`src/rtl/instruction_fetch_unit_if.sv`:
```
// Instruction-memory request/acknowledge port between the IF stage (master) and memory (slave).
interface instruction_fetch_unit_if;
  logic        IMem_Req;
  logic [31:0] IMem_Addr;
  logic        IMem_Ack;
  logic [31:0] IMem_RData;

  modport master (output IMem_Req, IMem_Addr, input IMem_Ack, IMem_RData);
  modport slave  (input IMem_Req, IMem_Addr, output IMem_Ack, IMem_RData);
endinterface

```
`src/rtl/instruction_fetch_unit.sv`:
```
// IF stage of the delay-slot MIPS pipeline: PC, req/ack fetch, IF/ID register and
// a one-word buffer that carries a fetched instruction across ID stalls.
module instruction_fetch_unit #(
  parameter logic [31:0] RESET_PC  = 32'hBFC00000,
  parameter logic [31:0] NOP_INSTR = 32'h00000000
) (
  input  logic                      CLK,
  input  logic                      RESET,
  input  logic                      Stall,
  input  logic                      Redirect,
  input  logic [31:0]               Redirect_PC,
  instruction_fetch_unit_if.master  imem,
  output logic                      IFID_Valid,
  output logic [31:0]               IFID_Instruction,
  output logic [31:0]               IFID_PC_Plus4
);
  typedef enum logic {FETCH, HELD} state_t;

  state_t      state_q, state_d;
  logic        active_q, active_d;
  logic [31:0] pc_q, pc_d;
  logic        pending_q, pending_d;
  logic [31:0] pending_pc_q, pending_pc_d;
  logic [31:0] buf_q, buf_d;
  logic        valid_q, valid_d;
  logic [31:0] instr_q, instr_d;
  logic [31:0] pc4_q, pc4_d;

  logic        req, ack, accept, redir;
  logic [31:0] pc_plus4, redir_tgt;

  // active_q keeps Req low for the first edge after reset and masks stray acks.
  assign req       = active_q && (state_q == FETCH);
  assign ack       = req && imem.IMem_Ack;
  assign redir     = Redirect && !Stall;
  assign redir_tgt = Redirect_PC & 32'hFFFF_FFFC;
  assign pc_plus4  = pc_q + 32'd4;
  assign accept    = !Stall && (ack || state_q == HELD);

  always_comb begin
    state_d      = state_q;
    active_d     = 1'b1;
    pc_d         = pc_q;
    pending_d    = pending_q;
    pending_pc_d = pending_pc_q;
    buf_d        = buf_q;
    valid_d      = valid_q;
    instr_d      = instr_q;
    pc4_d        = pc4_q;
    if (accept) begin
      valid_d   = 1'b1;
      instr_d   = (state_q == HELD) ? buf_q : imem.IMem_RData;
      pc4_d     = pc_plus4;
      state_d   = FETCH;
      pending_d = 1'b0;
      // The accepted word is the delay slot of any outstanding redirect.
      if (pending_q)  pc_d = pending_pc_q;
      else if (redir) pc_d = redir_tgt;
      else            pc_d = pc_plus4;
    end else if (!Stall) begin
      valid_d = 1'b0;
      instr_d = NOP_INSTR;
      if (redir) begin
        pending_d    = 1'b1;
        pending_pc_d = redir_tgt;
      end
    end else if (ack) begin
      buf_d   = imem.IMem_RData;
      state_d = HELD;
    end
  end

  always_ff @(posedge CLK or posedge RESET) begin
    if (RESET) begin
      state_q      <= FETCH;
      active_q     <= 1'b0;
      pc_q         <= RESET_PC;
      pending_q    <= 1'b0;
      pending_pc_q <= 32'h0;
      buf_q        <= NOP_INSTR;
      valid_q      <= 1'b0;
      instr_q      <= NOP_INSTR;
      pc4_q        <= 32'h0;
    end else begin
      state_q      <= state_d;
      active_q     <= active_d;
      pc_q         <= pc_d;
      pending_q    <= pending_d;
      pending_pc_q <= pending_pc_d;
      buf_q        <= buf_d;
      valid_q      <= valid_d;
      instr_q      <= instr_d;
      pc4_q        <= pc4_d;
    end
  end

  assign imem.IMem_Req  = req;
  assign imem.IMem_Addr = pc_q;
  assign IFID_Valid       = valid_q;
  assign IFID_Instruction = instr_q;
  assign IFID_PC_Plus4    = pc4_q;
endmodule

```
`src/flat_wrapper.sv`:
```
// flat-port wrapper written by rule: the top's interface ports become plain ports
module instruction_fetch_unit_flat 
#(
  parameter logic [31:0] RESET_PC  = 32'hBFC00000,
  parameter logic [31:0] NOP_INSTR = 32'h00000000
)
  (CLK, RESET, Stall, Redirect, Redirect_PC, IFID_Valid, IFID_Instruction, IFID_PC_Plus4, imem_IMem_Req, imem_IMem_Addr, imem_IMem_Ack, imem_IMem_RData);
  instruction_fetch_unit_if imem_i ();
  input  logic CLK;
  input  logic RESET;
  input  logic Stall;
  input  logic Redirect;
  input  logic [31:0] Redirect_PC;
  output logic IFID_Valid;
  output logic [31:0] IFID_Instruction;
  output logic [31:0] IFID_PC_Plus4;
  output wire logic [$bits(imem_i.IMem_Req)-1:0] imem_IMem_Req;
  output wire logic [$bits(imem_i.IMem_Addr)-1:0] imem_IMem_Addr;
  input wire logic [$bits(imem_i.IMem_Ack)-1:0] imem_IMem_Ack;
  input wire logic [$bits(imem_i.IMem_RData)-1:0] imem_IMem_RData;
  assign imem_IMem_Req = imem_i.IMem_Req;
  assign imem_IMem_Addr = imem_i.IMem_Addr;
  assign imem_i.IMem_Ack = imem_IMem_Ack;
  assign imem_i.IMem_RData = imem_IMem_RData;
  instruction_fetch_unit #(.RESET_PC(RESET_PC), .NOP_INSTR(NOP_INSTR)) u_core (.CLK(CLK), .RESET(RESET), .Stall(Stall), .Redirect(Redirect), .Redirect_PC(Redirect_PC), .imem(imem_i), .IFID_Valid(IFID_Valid), .IFID_Instruction(IFID_Instruction), .IFID_PC_Plus4(IFID_PC_Plus4));
endmodule
```
`config.mk`:
```
export PLATFORM = sky130hd
export DESIGN_NAME = instruction_fetch_unit_flat
export DESIGN_NICKNAME = d
export VERILOG_FILES = /design/src/rtl/instruction_fetch_unit_if.sv /design/src/rtl/instruction_fetch_unit.sv /design/src/flat_wrapper.sv
export SDC_FILE = /design/constraint.sdc
export NUM_CORES = 1
export LEC_CHECK = 0
export ABC_AREA = 1
export BUFFER_PORTS_ARGS = -buffer_cell sky130_fd_sc_hd__buf_2
export CAP_MARGIN = 0
export CORE_MARGIN = 10
export CORE_UTILIZATION = 49
export CTS_CLUSTER_SIZE = 30
export DETAILED_ROUTE_END_ITERATION = 8
export PLACE_DENSITY = 0.73
export SLEW_MARGIN = 20
export SYNTH_ARGS = -nofsm -noshare
export SYNTH_HDL_FRONTEND = slang
export SYNTH_SLANG_ARGS = --single-unit
```
`constraint.sdc`:
```
create_clock -name CLK -period 4.3 [get_ports CLK]
set_input_delay 0 -clock CLK [delete_from_list [all_inputs] [get_ports CLK]]
set_output_delay 0 -clock CLK [all_outputs]
set_load 0.005 [all_outputs]
```
* Word level (Yosys, flattened, before mapping) *
Index checks and enable logic that the tools add are counted.

storage, ports and cells
  memories kept = 0
  bits in writable memories = 0
  latch bits = 0
  register bits = 162
  input bits = 69
  logic and storage cells = 40
  bits in read-only memories = 0
  output and inout port bits = 98

cells by class
  $mul = 0
  mux-type cells = 13
  bitwise logic cells = 3
  reduce and logical (&&, ||, !) cells = 13
  shifts and indexed selects = 0
  div/mod/pow operators = 0
  $lt $le $gt $ge = 0
  equality and inequality tests = 1
  $add $sub $neg = 1

operator list
  kind                                           count
  two-way mux 32 bit                             5
  adder 32 x 3 -> 32 bit, second input constant  1
  two-way mux 1 bit                              8
  AND reduction 3 bit                            2
  nonzero test 2 bit                             3
  logical AND 1 bit                              4
  AND reduction 2 bit                            2
  inverter 1 bit                                 3
  != test 2 x 1 -> 1 bit, second input constant  1
  logical NOT 1 bit                              1
  logical OR 1 bit                               1

* Depth between registers and ports, before layout *
Gate-level depths: netlist of run 1.

  depth after elaboration = 7
  gate-level depth with buffers = 10
  mapped depth without buffers = 10

* Worst setup path before layout of run 1 *
OpenSTA, ideal clock, no wires.

  kind = register to register
  start = register u_core.pc_q[3], in the netlist u_core.imem.IMem_Addr[3]
  end = register u_core.pc_q[22], in the netlist u_core.imem.IMem_Addr[22]
  slack = 2.818 ns
  cell stages (with the launch flop) = 10
  data arrival time = 1.409 ns
  data required time = 4.227 ns
  buffers on the path = 0
  clock period less this slack = 1.482 ns
  library setup time = 0.073 ns
  cells stage by stage = dfrtp_1 -> ha_1 -> nand2_2 -> nor2_4 -> nand2_2 -> nor2_4 -> nand3_1 -> nand3_1 -> nand2_1 -> a21oi_1

between the ends
  longest elaborated chain between the ends = 3

RTL lines
  element                   RTL line                      RTL
  start: declaration        instruction_fetch_unit.sv:21  logic [31:0] pc_q, pc_d;
  start signal: assignment  instruction_fetch_unit.sv:87  pc_q <= pc_d;
  adder 32 x 3 -> 32 bit    instruction_fetch_unit.sv:37  assign pc_plus4 = pc_q + 32'd4;
  two-way mux 32 bit        instruction_fetch_unit.sv:58  else if (redir) pc_d = redir_tgt;
  two-way mux 32 bit        instruction_fetch_unit.sv:57  if (pending_q) pc_d = pending_pc_q;

No other way between the ends.
A chain may end at the register's enable or synchronous reset.

* Worst setup path after layout of run 1 *
  start = register u_core.state_q
  end = register u_core.pc_q[10], in the netlist u_core.imem.IMem_Addr[10]

between the ends
  longest elaborated chain between the ends = 5

RTL lines
  element                   RTL line                      RTL
  start: declaration        instruction_fetch_unit.sv:19  state_t state_q, state_d;
  start signal: assignment  instruction_fetch_unit.sv:85  state_q <= state_d;
  inverter 1 bit            instruction_fetch_unit.sv:33  assign req = active_q && (state_q == FETCH);
  logical AND 1 bit         instruction_fetch_unit.sv:33
  logical AND 1 bit         instruction_fetch_unit.sv:34  assign ack = req && imem.IMem_Ack;
  logical OR 1 bit *        instruction_fetch_unit.sv:38  assign accept = !Stall && (ack || state_q == HELD);
  logical AND 1 bit *       instruction_fetch_unit.sv:38

Every way passes the cells marked *; elsewhere a longest branch is shown, timed or not.

==> results.cfg, run 1 <==
[yosys]
synth_edf_count = 0
synthTopCellsByArea = dfrtp_1 (49%), nand2_1 (9.7%), o21ai_0 (8.2%), inv_1 (4.8%), nor2_1 (3.7%)
synth_cell_type_count = 34
yosys.area.top_type = dfrtp_1
synthCells = 904
ys_ff_latch = 158
synthFlopType = dfrtp_1
yosysSeqAreaShare_pct = 51.78
synth_most_common_cell = nand2_1
synth_top_cell_area_share_pct = 48.69
synth_top_cells_by_count = nand2_1 (198), dfrtp_1 (149), o21ai_0 (125)
avgSynthCellArea_um2 = 8.471
synth_warnings = 0
netlist_area_um2 = 7657
synthArstFlopShare_pct = 100.0

[power]
power_frac_comb_pct = 23.5
p_int_mw = 3.248
pwr-share-clk_pct = 33.1
p_sw_mw = 1.538
p_leak_nw = 4.929
vdd_drop_max_mv = 0.3025
netSwitchingFraction_pct = 32.14
power.density_nw_per_um2 = 486.7
share_seq_of_total_power_pct = 43.4

[clock_network]
htreeDepth = 4
cts_inserted_buffers = 17
cts_buffer_depth = 2
post_cts_buffers = 0
cts_root_buf = clkbuf_16
clk_pin_slew_worst_paths_ps = 70
ctsHoldBuffers = 64
cts.sinks = 158
cts_tree = done
cts_resized = 0
clkLatencyLatePin_ps = 430

[worst_setup_path]
path_max_fanout = 96
required_ps = 4640
worstPathCellList = buf_4 > a21oi_1 > nor2_4 > buf_4 > o21ai_0 > o21ai_0
reg2reg_depth = 6
endpoint = u_core.imem.IMem_Addr[10]
crit_path_start = u_core.state_q
start_kind = flop
slowest_delay_ps = 820
cpMaxStageDelayCell = buf_4
critical_path_class = flop to flop
timing.rr.start = u_core.state_q
cp-end-kind = flop
r2r-end = u_core.imem.IMem_Addr[10]
critical_path_arrival_ps = 2970
r2r_slack_ps = 1670

[placed_design]
portBuffers = 160
dp.final_hpwl_um = 13930
place.gp.congestion = 0.8494
dpl_worst_slack_ps = 1687
place_inst = 1235

[flow_run]
cap_violations = 0

[routing]
dr.pass1.iters = 5
wl_per_cell_um = 16.29
drcViolationCount = 0
num_vias = 6945
drt_first_iter_violations = 435
totalWireLength_um = 21720
drt-vias-per-instance = 5.210
antenna_left = 0

[sta]
hold_violations = 0
finalSetupTns_ps = 0
max_freq_mhz = 380.1
worst_slew_pin_slew_ps = 1048
finClkSkew_ps = 9.732
fin_crit_sh_pct = 61.18
finalSetupViolations = 0
slew_headroom_pct = 30.16
setup_ws_ps = 1669
fin_crit_ps = 2631
maxSlewViolCount = 0
rsz0062_at_grt = false

[global_route]
antenna_found_initial = 3
grt_max_degree = 104
track_usage_pct = 20.83
grt_pass1_wl_um = 36230
grt_pass1_vias = 7013
globalRouteOverflowTotal = 0

[finish]
final_net_count = 1177
drive_above_1_share_pct = 23.04
area_growth_pct = 28.43
finalNonFillerCells = 1333

[hold_path]
hold_path_class = input pin to flop

[floorplan]
die_y_um = 145.0
start_util_pct = 50.18
fp.coreArea_um2 = 15260
rows = 45
io_pins = 167
dieArea_um2 = 21030
die_w_um = 145.0

[run_status]
outcome = completed
worst max-delay path, delay by kind of cell, from the launching register on:
kind / cells / cell delay [ps]
and+or+nand+nor: 1 / 140
DFF: 1 / 340
AOI/OAI and AO/OA: 3 / 730
buffers and inverters: 2 / 1300
cell families after synthesis:
group	count (synthesis)	share of synthesized area [%]
AND/OR/NAND/NOR	328	17.89
AO/OA/AOI/OAI	234	17.73
flip-flops	158	51.78
buffers and inverters	152	8.105
multiplexers	22	3.431
XOR/XNOR	7	0.8007
other	2	0.09808
adder cells (fa/ha/maj)	1	0.1634
flip-flops by register name, summed over array words and instances (netlist names):
signal and flops:
u_core.buf_q 32, u_core.IFID_PC_Plus4 30, u_core.pending_q 1, u_core.active_q 1, u_core.imem.IMem_Addr 30, u_core.pending_pc_q 30
u_core.IFID_Valid 1, u_core.state_q 1, u_core.IFID_Instruction 32
power by group through the flow:
stage / clock network, mW / logic (mW) / registers, mW
2_1_floorplan: 0 / 0.658 / 2.05
4_1_cts: 1.61 / 1.13 / 2.07
3_3_place_gp: 0 / 1.06 / 2.08
3_5_place_dp: 0 / 1.08 / 2.09
5_1_grt: 1.68 / 1.29 / 2.12
6_report: 1.59 / 1.12 / 2.08
worst min-delay path by stage:
stage,depth (start not counted),endpoint,start
floorplan,1,u_core.pending_pc_q[13],Redirect_PC[13]
global placement,2,u_core.pending_pc_q[13],Redirect_PC[13]
detailed placement,2,u_core.pending_pc_q[13],Redirect_PC[13]
CTS,4,u_core.IFID_Valid,Stall
global route,4,u_core.IFID_Valid,Stall
finish,4,u_core.IFID_Valid,Stall
layout make-up:
type                       instances  area, um^2
timing repair buffer             233        1509
inverter                         100       382.9
clock buffer                      18       439.2
clock inverter                    14       180.2
fill                            1274        5424
sequential                       158        3966
tap                              211       264.0
antenna                            2       5.005
multi-input combinational        597        3088
cells in the final DEF (no fill, tap or decap), types with 3 or more instances in the layout:
| cell type | count |
|---|---|
| nor2_1 | 76 |
| nand2_2 | 4 |
| a21oi_1 | 41 |
| dlygate4sd3_1 | 64 |
| o21ai_0 | 125 |
| mux2_4 | 4 |
| nand2_1 | 198 |
| xnor2_1 | 4 |
| mux2_2 | 18 |
| dfrtp_1 | 148 |
| buf_2 | 160 |
| inv_6 | 7 |
| a31oi_1 | 20 |
| buf_4 | 9 |
| conb_1 | 5 |
| nand3_2 | 3 |
| nor2_2 | 4 |
| nand3_1 | 34 |
| a22o_1 | 32 |
| xor2_1 | 3 |
| bufinv_16 | 3 |
| a22oi_1 | 9 |
| inv_1 | 96 |
| nor2_4 | 6 |
| dfstp_2 | 9 |
| clkbuf_16 | 17 |
metal layers:
layer | up-vias | routed length, um | track usage (%) | share of wire, %
li1 | 3375 | - | - | -
met1 | 3307 | 9342 | 25.64 | 43
met2 | 228 | 10400 | 33.78 | 48
met3 | 33 | 1541 | 6.551 | 7.1
met4 | 2 | 420 | 7.252 | 1.9
met5 | - | 13 | 0 | 0.060
stage by stage:
stage | util [%] | hold slack, ps | power [mW] | area, um^2
2_1_floorplan | - | 148.5 | 2.710 | 7669
3_3_place_gp | 56.16 | 244.6 | 3.136 | 8569
3_5_place_dp | 56.16 | 250.2 | 3.170 | 8569
4_1_cts | 64.42 | 115.3 | 4.813 | 9829
5_1_grt | 64.45 | 135.1 | 5.089 | 9834
6_report | 64.45 | 126.0 | 4.786 | 9834
(Power assumes the default switching activity.)
==> run 2, diff against run 1 <==
- ABC_AREA: 1 -> 0
- clock period: 4.3 -> 2.3 ns (I/O delays scaled with it)
==> results.cfg, run 2 <==
[run_status]
outcome = completed

[yosys]
synthTopCellsByArea = dfrtp_1 (49%), mux2_2 (9.3%), nand2_1 (4.7%), mux2i_1 (4.5%), o21ai_0 (3.8%)
avgSynthCellArea_um2 = 10.64
netlist_area_um2 = 7545
synth_top_family_by_area = compound AO/OA/AOI/OAI gates
synth_edf_count = 0
synth_top_cell_area_share_pct = 49.42
synth_compound_area_share_pct = 14.66
yosysSeqAreaShare_pct = 52.55
synth-adder-area-share_pct = 0.1658
synth_warnings = 0
synth_top_cells_by_count = dfrtp_1 (149), nand2_1 (94), mux2_2 (62)
yosys-mux-area-fraction_pct = 13.76
synthXorXnorAreaFrac_pct = 2.902
synthFlopType = dfrtp_1
yosys.area.top_type = dfrtp_1
synthCells = 709
ys_ff_latch = 158
synthArstFlopShare_pct = 100.0
synth_cell_type_count = 54
yosys.area_share.simple_pct = 12.09
synth_most_common_cell = dfrtp_1

[clock_network]
clkLatencyLatePin_ps = 430
post_cts_buffers = 0
htreeDepth = 4
cts_root_buf = clkbuf_16
cts.sinks = 158
cts_buffer_depth = 2
cts_inserted_buffers = 17
ctsHoldBuffers = 63
cts_resized = 0
cts_tree = done
clk_pin_slew_worst_paths_ps = 70

[worst_setup_path]
worstPathCellList = ha_1 > nand2_1 > nor4_4 > buf_4 > nand4_1 > o31ai_1 > a22o_1
cp_top_family = simple AND/OR/NAND/NOR gates
cpMaxStageDelayCell = dfrtp_1
required_ps = 2670
start_kind = flop
r2r_slack_ps = 240
path_max_fanout = 12
timing.rr.start = u_core.imem.IMem_Addr[2]
crit_buf_inv = 1
worst-path-stages = 7
endpoint = u_core.imem.IMem_Addr[28]
r2r-end = u_core.imem.IMem_Addr[28]
reg2reg_depth = 7
critical_path_arrival_ps = 2430
slowest_delay_ps = 510
critical_path_class = flop to flop
crit_path_start = u_core.imem.IMem_Addr[2]
cp-end-kind = flop

[routing]
num_vias = 6221
totalWireLength_um = 20440
wl_per_cell_um = 18.20
drt_first_iter_violations = 463
antenna_left = 0
drcViolationCount = 0
dr.pass1.iters = 5
drt-vias-per-instance = 5.540

[floorplan]
rows = 45
die_y_um = 144.1
dieArea_um2 = 20760
io_pins = 167
start_util_pct = 49.81
fp.coreArea_um2 = 15150
die_w_um = 144.1

[sta]
fin_crit_sh_pct = 89.52
slew_headroom_pct = 37.88
rsz0062_at_grt = false
finalSetupViolations = 0
finalSetupTns_ps = 0
maxSlewViolCount = 0
hold_violations = 0
finClkSkew_ps = 8.032
fin_crit_ps = 2059
worst_slew_pin_slew_ps = 928.3
max_freq_mhz = 485.7

[global_route]
globalRouteOverflowTotal = 0
grt_pass1_wl_um = 32520
grt_max_degree = 97
antenna_found_initial = 0
track_usage_pct = 19.80
grt_pass1_vias = 6088

[finish]
final_area_um2 = 9768
drive_above_1_share_pct = 31.76
final_common_cell = buf_2
area_growth_pct = 29.47
final_cell_mix = buf_2 (160), dfrtp_1 (148), nand2_1 (94), dlygate4sd3_1 (63), mux2_2 (62)
final_net_count = 992
fillers = 1196
diodes = 0

[power]
finalPower_mw = 8.828
vdd_drop_max_mv = 0.5798
power.density_nw_per_um2 = 903.7
p_leak_nw = 4.495

[placed_design]
portBuffers = 160
dp.final_hpwl_um = 13830
place.gp.congestion = 0.8687
dpl_cell_area_um2 = 8572

[hold_path]
hold_path_class = input pin to flop

[flow_run]
cap_violations = 0
[run 2: logic make-up (layout without fill, tap and decap cells)]
group | after synthesis | in the layout
buf+inv | 65 | 288
xor+xnor | 25 | 25
mux | 96 | 96
simple gates | 187 | 187
flops | 158 | 158
other cells | 2 | 5
fa+ha+maj | 1 | 1
compound gates | 175 | 175
[run 2: worst min path at each step]
stage	start	end	slack, ps	cells after the start
finish	imem_IMem_Ack	u_core.state_q	80	4
global route	imem_IMem_Ack	u_core.state_q	110	4
CTS	imem_IMem_Ack	u_core.state_q	70	4
detailed placement	RESET	u_core.IFID_PC_Plus4[5]	20	2
global placement	RESET	u_core.IFID_PC_Plus4[5]	20	2
floorplan	imem_IMem_RData[30]	u_core.buf_q[30]	150	1
[run 2: stage by stage]
stage	cells	setup slack (ps)	hold WS, ps	util, %
finish	1123	240.9	83.48	64.49
global route	1123	96.35	108.2	64.49
CTS	1123	278.4	65.31	64.49
detailed placement	1028	296.7	24.87	56.60
global placement	1028	353.7	24.23	56.60
floorplan	712	306.5	150.5	-
[run 2: cell type report]
| class | instances | area (um^2) | area share, % |
|---|---|---|---|
| Tap cell | 188 | 235.2 | 2.408 |
| Inverter | 9 | 37.54 | 0.3843 |
| Timing Repair Buffer | 247 | 1649 | 16.88 |
| Multi-Input combinational cell | 489 | 3314 | 33.93 |
| Sequential cell | 158 | 3966 | 40.60 |
| Clock buffer | 18 | 429.2 | 4.393 |
| Clock inverter | 14 | 136.4 | 1.396 |
[run 2: tightest hold or removal path, cell delays in order]
cell	delay [ps]
buf_2	130
a21oi_4	70
buf_4	160
nor2b_1	100
[run 2: where the power goes]
| group | switching (mW) | internal, mW | total, mW |
|---|---|---|---|
| Combinational | 1.08 | 1.03 | 2.11 |
| Clock | 1.20 | 1.51 | 2.71 |
| Sequential | 0.554 | 3.46 | 4.01 |
| Total | 2.84 | 5.99 | 8.83 |
[run 2: metal layers]
metal | global-route usage, % | wire (um) | vias up
li1 | - | - | 2968
met1 | 26.52 | 9001 | 3021
met2 | 30.63 | 9555 | 218
met3 | 6.100 | 1703 | 14
met4 | 4.836 | 179 | 0
met5 | 0 | 0 | -
